===== src/rtl/nota_pkg.sv =====
// nota_pkg: shared constants for the note-sequence word classifier.
//   - 4-bit state encoding for the classifier FSM
//   - note codes carried on `nota` (X = wildcard/rest, DO..SI)
//   - result codes carried on `tipo`
//   - active-low 7-segment patterns {g,f,e,d,c,b,a}
package nota_pkg;

   localparam int unsigned STATE_W = 4;
   localparam int unsigned NOTA_W  = 3;
   localparam int unsigned TIPO_W  = 2;
   localparam int unsigned SEG_W   = 7;

   // FSM state encoding
   localparam logic [STATE_W-1:0] S_IDLE  = 4'd0;
   localparam logic [STATE_W-1:0] S_N1    = 4'd1;
   localparam logic [STATE_W-1:0] S_N2    = 4'd2;
   localparam logic [STATE_W-1:0] S_N3_LA = 4'd3;
   localparam logic [STATE_W-1:0] S_N3_SI = 4'd4;
   localparam logic [STATE_W-1:0] S_ADJ   = 4'd5;
   localparam logic [STATE_W-1:0] S_COMP  = 4'd6;
   localparam logic [STATE_W-1:0] S_ADV   = 4'd7;
   localparam logic [STATE_W-1:0] S_ERR   = 4'd8;

   // Note codes
   localparam logic [NOTA_W-1:0] NOTA_X   = 3'd0;
   localparam logic [NOTA_W-1:0] NOTA_DO  = 3'd1;
   localparam logic [NOTA_W-1:0] NOTA_RE  = 3'd2;
   localparam logic [NOTA_W-1:0] NOTA_MI  = 3'd3;
   localparam logic [NOTA_W-1:0] NOTA_FA  = 3'd4;
   localparam logic [NOTA_W-1:0] NOTA_SOL = 3'd5;
   localparam logic [NOTA_W-1:0] NOTA_LA  = 3'd6;
   localparam logic [NOTA_W-1:0] NOTA_SI  = 3'd7;

   // Result codes
   localparam logic [TIPO_W-1:0] TIPO_NULO = 2'b00;
   localparam logic [TIPO_W-1:0] TIPO_ADJ  = 2'b01;
   localparam logic [TIPO_W-1:0] TIPO_COMP = 2'b10;
   localparam logic [TIPO_W-1:0] TIPO_ADV  = 2'b11;

   // Active-low segment patterns {g,f,e,d,c,b,a}
   localparam logic [SEG_W-1:0] SEG_0    = 7'b1000000;
   localparam logic [SEG_W-1:0] SEG_1    = 7'b1111001;
   localparam logic [SEG_W-1:0] SEG_2    = 7'b0100100;
   localparam logic [SEG_W-1:0] SEG_3    = 7'b0110000;
   localparam logic [SEG_W-1:0] SEG_A    = 7'b0001000;
   localparam logic [SEG_W-1:0] SEG_C    = 7'b1000110;
   localparam logic [SEG_W-1:0] SEG_D    = 7'b0100001;
   localparam logic [SEG_W-1:0] SEG_E    = 7'b0000110;
   localparam logic [SEG_W-1:0] SEG_DASH = 7'b0111111;

   // True while a word is partially entered (the states the timeout guards)
   function automatic logic is_in_word(input logic [STATE_W-1:0] s);
      return (s == S_N1) || (s == S_N2) || (s == S_N3_LA) || (s == S_N3_SI);
   endfunction

   // True once a word has produced a result or been rejected
   function automatic logic is_terminal(input logic [STATE_W-1:0] s);
      return (s == S_ADJ) || (s == S_COMP) || (s == S_ADV) || (s == S_ERR);
   endfunction

   // Wildcard note: matches regardless of the sharp flag
   function automatic logic is_wild(input logic [NOTA_W-1:0] n);
      return n == NOTA_X;
   endfunction

endpackage


===== src/rtl/ok_sync_edge.sv =====
// ok_sync_edge: brings the asynchronous `din` strobe into the clk domain
// through a SYNC_STAGES-deep flop chain and emits a registered one-cycle
// `pulse` on each synchronised rising edge.
// Ports:
//   clk    in   system clock, rising edge
//   reset  in   asynchronous, active-high
//   din    in   asynchronous strobe
//   pulse  out  one-cycle pulse, SYNC_STAGES+1 edges after din is first sampled high
module ok_sync_edge #(
   parameter int unsigned SYNC_STAGES = 2
) (
   input  logic clk,
   input  logic reset,
   input  logic din,
   output logic pulse
);

   logic [SYNC_STAGES-1:0] r_sync;
   logic                   r_last;
   logic                   w_synced;

   assign w_synced = r_sync[SYNC_STAGES-1];

   // Synchroniser chain, delayed copy for edge detection, registered pulse
   always_ff @(posedge clk or posedge reset) begin
      if (reset) begin
         r_sync <= '0;
         r_last <= 1'b0;
         pulse  <= 1'b0;
      end else begin
         r_sync <= {r_sync[SYNC_STAGES-2:0], din};
         r_last <= w_synced;
         pulse  <= w_synced & ~r_last;
      end
   end

endmodule


===== src/rtl/nota_classificador.sv =====
// nota_classificador: classifies a word of notes, one note per `ok` strobe.
// Recognised words (x = wildcard, # = sharp):
//   x x la x | x x si x -> adjective   x x la do# | x x si re# -> comparative
//   x x la si           -> adverb      anything else / timeout  -> error
// Ports:
//   clk      in   system clock, rising edge
//   reset    in   asynchronous, active-high
//   ok       in   asynchronous note strobe (one note per rising edge)
//   tom      in   1 = sharp, 0 = natural
//   nota     in   0 = x, 1..7 = do..si
//   fim      out  word finished (result or error)
//   tipo     out  00 nulo, 01 adj, 10 comp, 11 adv
//   erro     out  word rejected
//   display  out  {g,f,e,d,c,b,a} active-low: progress digit or result letter
module nota_classificador
   import nota_pkg::*;
#(
   parameter int unsigned SYNC_STAGES  = 2,
   parameter int unsigned TIMEOUT      = 1000,
   parameter bit          AUTO_RESTART = 1'b0
) (
   input  logic              clk,
   input  logic              reset,
   input  logic              ok,
   input  logic              tom,
   input  logic [NOTA_W-1:0] nota,
   output logic              fim,
   output logic [TIPO_W-1:0] tipo,
   output logic              erro,
   output logic [SEG_W-1:0]  display
);

   // A zero TIMEOUT still needs a one-bit counter to keep the declarations legal
   localparam int unsigned CNT_W = (TIMEOUT > 0) ? $clog2(TIMEOUT + 1) : 1;

   logic [STATE_W-1:0] r_state;
   logic [STATE_W-1:0] w_state_next;
   logic [CNT_W-1:0]   r_cnt;
   logic               w_ok_evt;
   logic               w_in_word;
   logic               w_timeout;
   logic               w_is_x;
   logic               w_fim;
   logic [TIPO_W-1:0]  w_tipo;
   logic               w_erro;
   logic [SEG_W-1:0]   w_display;

   // Synchronised, edge-detected note strobe
   ok_sync_edge #(
      .SYNC_STAGES (SYNC_STAGES)
   ) u_ok_sync_edge (
      .clk   (clk),
      .reset (reset),
      .din   (ok),
      .pulse (w_ok_evt)
   );

   assign w_in_word = is_in_word(r_state);
   assign w_is_x    = is_wild(nota);

   // Expiry only matters without a note in the same cycle; the note wins
   assign w_timeout = (TIMEOUT != 0) && w_in_word && (r_cnt == CNT_W'(TIMEOUT));

   // Inter-note timeout counter: runs only while a word is partially entered
   always_ff @(posedge clk or posedge reset) begin
      if (reset) begin
         r_cnt <= '0;
      end else if (w_ok_evt || !w_in_word || (TIMEOUT == 0)) begin
         r_cnt <= '0;
      end else if (!w_timeout) begin
         r_cnt <= r_cnt + CNT_W'(1);
      end
   end

   // State register and registered outputs (decoded from the next state)
   always_ff @(posedge clk or posedge reset) begin
      if (reset) begin
         r_state <= S_IDLE;
         fim     <= 1'b0;
         tipo    <= TIPO_NULO;
         erro    <= 1'b0;
         display <= SEG_0;
      end else begin
         r_state <= w_state_next;
         fim     <= w_fim;
         tipo    <= w_tipo;
         erro    <= w_erro;
         display <= w_display;
      end
   end

   // Next-state logic
   always_comb begin
      w_state_next = r_state;
      case (r_state)
         S_IDLE: begin
            if (w_ok_evt) begin
               w_state_next = w_is_x ? S_N1 : S_ERR;
            end
         end
         S_N1: begin
            if (w_ok_evt) begin
               w_state_next = w_is_x ? S_N2 : S_ERR;
            end else if (w_timeout) begin
               w_state_next = S_ERR;
            end
         end
         S_N2: begin
            if (w_ok_evt) begin
               if (!tom && (nota == NOTA_LA)) begin
                  w_state_next = S_N3_LA;
               end else if (!tom && (nota == NOTA_SI)) begin
                  w_state_next = S_N3_SI;
               end else begin
                  w_state_next = S_ERR;
               end
            end else if (w_timeout) begin
               w_state_next = S_ERR;
            end
         end
         S_N3_LA: begin
            if (w_ok_evt) begin
               if (w_is_x) begin
                  w_state_next = S_ADJ;
               end else if (tom && (nota == NOTA_DO)) begin
                  w_state_next = S_COMP;
               end else if (!tom && (nota == NOTA_SI)) begin
                  w_state_next = S_ADV;
               end else begin
                  w_state_next = S_ERR;
               end
            end else if (w_timeout) begin
               w_state_next = S_ERR;
            end
         end
         S_N3_SI: begin
            if (w_ok_evt) begin
               if (w_is_x) begin
                  w_state_next = S_ADJ;
               end else if (tom && (nota == NOTA_RE)) begin
                  w_state_next = S_COMP;
               end else begin
                  w_state_next = S_ERR;
               end
            end else if (w_timeout) begin
               w_state_next = S_ERR;
            end
         end
         S_ADJ, S_COMP, S_ADV, S_ERR: begin
            // Results hold; with auto-restart a note starts a new word as from IDLE
            if (AUTO_RESTART && w_ok_evt) begin
               w_state_next = w_is_x ? S_N1 : S_ERR;
            end
         end
         default: begin
            w_state_next = S_ERR;
         end
      endcase
   end

   // Output decode of the state being entered
   always_comb begin
      w_fim     = 1'b0;
      w_tipo    = TIPO_NULO;
      w_erro    = 1'b0;
      w_display = SEG_0;
      case (w_state_next)
         S_IDLE: begin
            w_display = SEG_0;
         end
         S_N1: begin
            w_display = SEG_1;
         end
         S_N2: begin
            w_display = SEG_2;
         end
         S_N3_LA, S_N3_SI: begin
            w_display = SEG_3;
         end
         S_ADJ: begin
            w_fim     = 1'b1;
            w_tipo    = TIPO_ADJ;
            w_display = SEG_A;
         end
         S_COMP: begin
            w_fim     = 1'b1;
            w_tipo    = TIPO_COMP;
            w_display = SEG_C;
         end
         S_ADV: begin
            w_fim     = 1'b1;
            w_tipo    = TIPO_ADV;
            w_display = SEG_D;
         end
         S_ERR: begin
            w_fim     = 1'b1;
            w_erro    = 1'b1;
            w_display = SEG_E;
         end
         default: begin
            w_display = SEG_DASH;
         end
      endcase
   end

endmodule


===== config.mk =====
export PLATFORM = sky130hd
export DESIGN_NAME = nota_classificador
export DESIGN_NICKNAME = d
export VERILOG_FILES = /design/src/rtl/nota_pkg.sv /design/src/rtl/ok_sync_edge.sv /design/src/rtl/nota_classificador.sv
export SDC_FILE = /design/constraint.sdc
export NUM_CORES = 1
export LEC_CHECK = 0
export CORE_MARGIN = 1
export CORE_UTILIZATION = 49
export CTS_CLUSTER_SIZE = 40
export DETAILED_ROUTE_END_ITERATION = 16
export GPL_ROUTABILITY_DRIVEN = 0
export PLACE_DENSITY = 0.85
export SLEW_MARGIN = 20
export SYNTH_ARGS = -nofsm -noshare
export SYNTH_HDL_FRONTEND = slang
export SYNTH_SLANG_ARGS = --single-unit

===== constraint.sdc =====
create_clock -name clk -period 1.78 [get_ports clk]
set_input_delay 0.534 -clock clk [delete_from_list [all_inputs] [get_ports clk]]
set_output_delay 0.534 -clock clk [all_outputs]
set_load 0.05 [all_outputs]

==> results of run 1 <==
registers in the layout (all words and copies together) (netlist names):
name and count:
r_cnt 10, display 7, r_state 4, tipo 2
u_ok_sync_edge.r_sync 2, erro 1, fim 1, u_ok_sync_edge.pulse 1
u_ok_sync_edge.r_last 1
cells by family (layout without fill, tap and decap cells):
| group | count (synthesis) | count (layout) | synth area share (%) |
|---|---|---|---|
| and+or+nand+nor | 66 | 66 | 23.3 |
| DFF | 29 | 29 | 47.2 |
| adders and majority gates | 3 | 3 | 2.27 |
| xor gates and xnor gates | 7 | 7 | 3.98 |
| buffers and inverters | 20 | 89 | 5.36 |
| AOI/OAI and AO/OA | 35 | 35 | 17.9 |
power by group through the flow:
stage / Combinational, mW / Sequential, mW / Clock [mW]
6_report: 0.115 / 0.666 / 0.574
5_1_grt: 0.121 / 0.666 / 0.608
4_1_cts: 0.0914 / 0.665 / 0.580
3_5_place_dp: 0.0829 / 0.678 / 0
3_3_place_gp: 0.0793 / 0.678 / 0
2_1_floorplan: 0.0371 / 0.678 / 0
cells in the mapped netlist, types with 2 or more instances:
library cell,count
nand2_1,6
inv_1,12
and3_1,3
a31oi_1,6
a21o_1,2
o21ai_0,2
nor2_1,21
nor2b_1,4
or3_1,2
or4_1,2
nand3b_1,4
nand3_1,7
a21oi_1,5
xor2_1,5
o21ai_1,3
nor3_1,2
ha_1,2
nand2b_1,4
clkbuf_1,6
o21bai_1,2
dfrtp_1,28
nand4_1,2
o31ai_1,2
nor4_1,2
xnor2_1,2
area by class of cell:
class / instances / area [µm²]
flip-flops and latches: 29 / 731
inverters: 13 / 48.8
clock inverters: 2 / 37.5
fillers: 154 / 495
repair buffers: 68 / 564
clock buffers: 6 / 51.3
well taps: 42 / 52.6
multi-input cells: 111 / 896
metal layers:
layer	GRT usage, %	vias to the layer above
met4	16.7	0
met5	0	-
met2	53.0	75
met1	32.1	806
li1	-	710
met3	8.93	30
worst max-delay path, stage by stage (launching register included):
cell and delay [ns]:
dfrtp_2 0.46, buf_4 0.16, nand2b_1 0.15, o31ai_2 0.27, a31oi_1 0.13, a211o_4 0.43, o311ai_2 0.32
stage by stage:
step	setup slack, ns	setup TNS (ns)	cell area (µm²)	cells
after floorplan	-0.294	-1.95	1550	160
after global placement	-0.732	-9.33	2020	251
after detailed placement	-0.856	-10.56	2020	251
after CTS	-0.162	-0.752	2200	265
after global routing	-0.283	-2.34	2380	271
final	-0.237	-1.62	2380	271
how the worst max path moves through the flow:
| stage | startpoint | end | slack, ns | depth (start not counted) |
|---|---|---|---|---|
| final | r_state[1] | display[4] | -0.24 | 6 |
| after global routing | r_state[1] | display[4] | -0.28 | 6 |
| after CTS | nota[2] | display[6] | -0.16 | 7 |
| after detailed placement | nota[2] | display[6] | -0.86 | 7 |
| after global placement | nota[2] | display[6] | -0.73 | 7 |
| after floorplan | nota[2] | display[6] | -0.29 | 7 |
repair_timing:
action                     CTS  global route
buffers inserted             6             6
setup endpoints to repair   15            14
pin swaps                    9            18
gates resized for setup     27            29
==> parameters.txt, run 1 <==
Parameter                              Value

Worst setup path
  Biggest fanout along the worst timing path    8
  Critical path startpoint category    flip-flop
  Sort of element at the end of the critical path    flip-flop
  Reg-to-Reg Start    r_state[1]
  Worst path arrival time    2.25 ns
  Critical register-to-register path endpoint    display[4]
  Path type of the worst setup path    flip-flop to flip-flop
  R2R Setup Slk    -0.24 ns
  Data required time at the worst endpoint    between 2 and 2.5 ns
  Worst reg-to-reg path cell count    6

Global route
  Initial antenna violation count    0
  Maximum number of pins on one net before global-route repair    22
  Wire length of the first global-routing pass    7330 µm
  Via count of the first global-routing pass    1608
  Grt ovf    0
  GRT Util Overall    30.1%

Pwr
  Total design power    1.35 mW
  Internal power contribution    roughly 1.1 mW
  Fraction of power consumed by sequential logic    49.1%
  Leakage power total    about 1.0 nW
  Power Density    around 570 nW/µm²
  Worst ir drop on vdd    0.642 mV
  Clock network power share    a little over two fifths
  Switching Share    22.3%
  Share of total power in combinational logic    8.5%
  Switching power total    about 0.30 mW

Yosys
  Proportion of netlist area held by the largest area contributor    45.5%
  Synth Area per Inst    9.63 µm²
  Synthesized flop and latch total    29
  Synth warn    0
  Post-synthesis async set-or-reset flop share    between 90% and 100%
  Unique masters post-synth    49
  Synthesized netlist cell count    160
  Primary flip-flop cell chosen by synthesis mapping    dfrtp_1
  Synth top area cells    dfrtp_1 (45%), nor2_1 (5.1%), inv_1 (2.9%)
  Cell Area, Synth    1540 µm²
  Syn_nets    169
  Cell type contributing the most total cell area after synthesis    dfrtp_1
  Post-synth EDFFs    0
  Seq/Total Area, Yosys    47.2%

Cells and area
  Area Growth Syn to Fin    54.5%
  Number of antenna repair diodes    0
  Commonest cells after routing, fill and taps aside    buf_4 (57), dfrtp_1 (25), nor2_1 (19), inv_1 (11)
  Fraction of layout instances using a drive strength above 1    47.2%
  Number of nets in the layout    237
  Final core area utilization    82.8%
  Most common cell after layout, fill and taps aside    buf_4

Die
  I/O pin cnt    18
  Area of the die    3370 µm²
  Row count    19
  Die width    58.1 µm
  Initial core utilization    53.6%
  Vertical die dimension    58.1 µm
  Placeable core area    2880 µm²

Timing
  Final critical-path setup slack    -0.237 ns
  RSZ-0062 raised after global routing    yes
  Final min period    about 2 ns
  Worst hold slack after final layout    0.360 ns
  Worst max-slew margin expressed relative to the limit    between 70% and 80%
  Max-slew violation count    0
  Tcrit/Tclk final    113%
  Worst Tran Pin Value    about 0.43 ns
  Hold violation count in the final report    0
  F_max    around 500 MHz
  Final count of negative-setup-slack endpoints    12
  Fin Clk Skew    0.0116 ns

Clock tree
  Clk slew on worst S/H paths    0.10 ns
  Number of buffers inserted during clock tree synthesis    5
  Clock sink count    29
  Worst-case clock buffer depth    2
  Clk Latency, worst-skew pair    0.34 ns
  TritonCTS clock tree    yes
  CTS HTree Levels    2
  Buffer type at the clock tree root    clkbuf_4
  Hold-fix buffers at CTS    0

Outcome
  Violated checks    setup timing
  Outcome    finished with violations

Worst hold path
  Hold path start    u_ok_sync_edge.r_sync[0]
  Hold Crit Depth    0
  Classification of the worst-slack hold path    flip-flop to flip-flop
  Terminating pin of the worst hold path    u_ok_sync_edge.r_sync[1]

Routing
  Met1 routed wirelength after detailed routing    2090 µm
  Met2 wirelength from detailed routing    between 2000 and 3000 µm
  Post-DR wirelength/cell    19.6 µm
  Detailed-router iteration count before antenna repair    4
  DRC violation count after routing    0
  Vias after detailed routing    about 1600
  Post-detailed-route via-to-cell ratio    5.98
  ANT nets after route    0
  Iteration-0 DRC count of the detailed router    110
  Met3 layer wire length in the routed design    259 µm
  Post-Route WL    around 5300 µm
  Top Metal Used    met4

Flow run
  Max Cap Viol    0

Place
  Count of input and output buffers    17
  Placed wire-length estimate after detailed placement    around 3000 µm
Power figures use the tool's default switching activity.
==> run 2, diff against run 1 <==
- CAP_MARGIN: default -> 20
==> results of run 2 <==
Final layout, timing and power as in run 1 (identical DEF).
==> run 3, diff against run 2 <==
- CORE_UTILIZATION: 49 -> 55
- PLACE_DENSITY: 0.85 -> 0.9
- clock period: 1.78 -> 2.3 ns (I/O delays scaled with it)
==> run 3 against run 2 <==
The flow now finishes without violations; total power is 31% lower; non-clock buffer count is 32 lower; global-route usage is 1.1 points lower; critical path depth is 1 higher; clock power is 37% lower; highest routed layer unchanged.
==> parameters.txt, run 3 (synthesized netlist as in run 1, its figures left out) <==
Parameter                              Value

Routing
  ANT nets after route    0 (unchanged)
  Post-DR wirelength/cell    16.1 µm (-18%)
  Post-detailed-route via-to-cell ratio    6.16 (+3.0%)
  Iteration-0 DRC count of the detailed router    58 (-47%)
  Post-Route WL    3660 µm (-31%)
  Detailed-router iteration count before antenna repair    4 (unchanged)
  Vias after detailed routing    1398 (-14%)
  DRC violation count after routing    0 (unchanged)

Global route
  Grt ovf    0 (unchanged)
  Via count of the first global-routing pass    1285 (-20%)
  Maximum number of pins on one net before global-route repair    30 (+36%)
  Initial antenna violation count    0 (unchanged)
  GRT Util Overall    29.0% (-1.1 points)
  Wire length of the first global-routing pass    5790 µm (-21%)

Clock tree
  Worst-case clock buffer depth    2 (unchanged)
  TritonCTS clock tree    yes
  CTS HTree Levels    2 (unchanged)
  Clk Latency, worst-skew pair    0.34 ns (about the same)
  Clock sink count    29 (unchanged)
  Number of buffers inserted during clock tree synthesis    5 (unchanged)
  Clk slew on worst S/H paths    0.09 ns (about the same)
  Buffer type at the clock tree root    clkbuf_4

Die
  Area of the die    3020 µm² (-11%)
  Placeable core area    2570 µm² (-11%)
  Die width    54.9 µm (-5.4%)
  Initial core utilization    60.0% (+6.5 points)
  I/O pin cnt    18 (unchanged)
  Row count    18 (-1)
  Vertical die dimension    54.9 µm (-5.4%)

Pwr
  Power Density    485 nW/µm² (-15%)
  Worst ir drop on vdd    0.514 mV (-20%)
  Leakage power total    0.817 nW (-22%)

Cells and area
  Largest registers ranked by flip-flop count    r_cnt: 10 flops, display: 7 flops, r_state: 4 flops
  Top reg by flops    r_cnt
  Fill cell instance count of the final layout    182 (+18%)
  Final core area utilization    74.8% (-8.0 points)
  Commonest cells after routing, fill and taps aside    dfrtp_1 (28), nor2_1 (21), buf_4 (20), inv_1 (12), clkdlybuf4s50_1 (12)
  Flip-flop count of the largest register after layout    10 (unchanged)
  Number of nets in the layout    205 (-14%)
  Most common cell after layout, fill and taps aside    dfrtp_1
  Fraction of layout instances using a drive strength above 1    18.8% (-28 points)
  Area Growth Syn to Fin    24.6%
  Number of antenna repair diodes    0 (unchanged)

Place
  Count of input and output buffers    17 (unchanged)
  Placed wire-length estimate after detailed placement    2510 µm (-16%)

Timing
  Hold violation count in the final report    0 (unchanged)
  Final count of negative-setup-slack endpoints    0 (-12)
  Tcrit/Tclk final    a little over nine tenths
  Worst hold slack after final layout    0.369 ns (+0.00891 ns)
  Worst Tran Pin Value    0.547 ns (+0.117 ns)
  Max-slew violation count    0 (unchanged)
  RSZ-0062 raised after global routing    no
  Worst max-slew margin expressed relative to the limit    63.0% (-8.3 points)
  Final min period    roughly 2.2 ns
  F_max    447 MHz
  Fin Clk Skew    0.00846 ns (-0.00318 ns)

Worst setup path
  Path type of the worst setup path    primary input to flip-flop
  Worst reg-to-reg path cell count    5 (-1)
  Data required time at the worst endpoint    2.57 ns (+0.56 ns)
  Critical path startpoint category    primary input
  Worst path arrival time    2.51 ns (+0.26 ns)
  Biggest fanout along the worst timing path    8 (unchanged)
  Sort of element at the end of the critical path    flip-flop

Worst hold path
  Hold Crit Depth    0 (unchanged)
  Classification of the worst-slack hold path    flip-flop to flip-flop

Outcome
  Outcome    finished clean

Flow run
  Max Cap Viol    0 (unchanged)
-- run 3: timing repair --
item                       in CTS  in global routing
gates cloned                    0                  0
hold buffers                    0                  0
pin swaps                       4                  0
setup endpoints to repair      11                  3
setup buffers                   0                  0
hold endpoints to repair        0                  0
resized for setup               6                  1
-- run 3: where the power goes --
| part | switching (mW) | leakage (nW) | total (mW) | internal (mW) |
|---|---|---|---|---|
| clock network | 0.182 | 0.0413 | 0.359 | 0.177 |
| logic | 0.0316 | 0.408 | 0.0575 | 0.0259 |
| registers | 0.00209 | 0.367 | 0.515 | 0.513 |
-- run 3: worst paths after layout --
check                                         startpoint                       end  slack [ns]
worst min register to register  u_ok_sync_edge.r_sync[0]  u_ok_sync_edge.r_sync[1]        0.37
max in group asynchronous                          reset                display[6]        1.28
worst min-delay path            u_ok_sync_edge.r_sync[0]  u_ok_sync_edge.r_sync[1]        0.37
worst max register to register                  r_cnt[2]                display[2]        0.28
worst max-delay path                             nota[2]                display[6]        0.06
min in group asynchronous                          reset                r_state[3]        0.71
-- run 3: cell type report --
| class | instances | area (µm²) | share of cell area (%) |
|---|---|---|---|
| Timing Repair Buffer | 36 | 302 | 15.7 |
| Clock buffer | 7 | 65.1 | 3.39 |
| Sequential cell | 29 | 727 | 37.9 |
| Multi-Input combinational cell | 111 | 736 | 38.3 |
| Tap cell | 30 | 37.5 | 1.95 |
| Clock inverter | 1 | 5.00 | 0.261 |
| Inverter | 13 | 48.8 | 2.54 |
-- run 3: critical path, stage by stage --
cell           delay [ns]
dlygate4sd2_1        0.26
or3b_1               0.37
a2111oi_2            0.35
o21bai_1             0.13
a211o_4              0.39
nand3b_1             0.21
o21ai_1              0.11
-- run 3: metal layers --
layer  vias up  GRT usage (%)  wire, µm
met5         -              0         0
met4         0           13.8       105
met3        12           9.02       293
met2        67           47.8      1790
met1       670           34.5      1480
li1        649              -         -
-- run 3: per-stage QoR --
stage	power (mW)	setup WS (ns)	TNS (ns)	instance area, µm²	cells
final	0.931	0.0631	0	1920	227
after global routing	0.969	0.00736	0	1920	227
after CTS	0.938	0.0185	0	1930	227
after detailed placement	0.584	-0.454	-5.45	1860	219
after global placement	0.582	-0.391	-4.66	1860	219
after floorplan	0.553	0.0386	0	1540	160
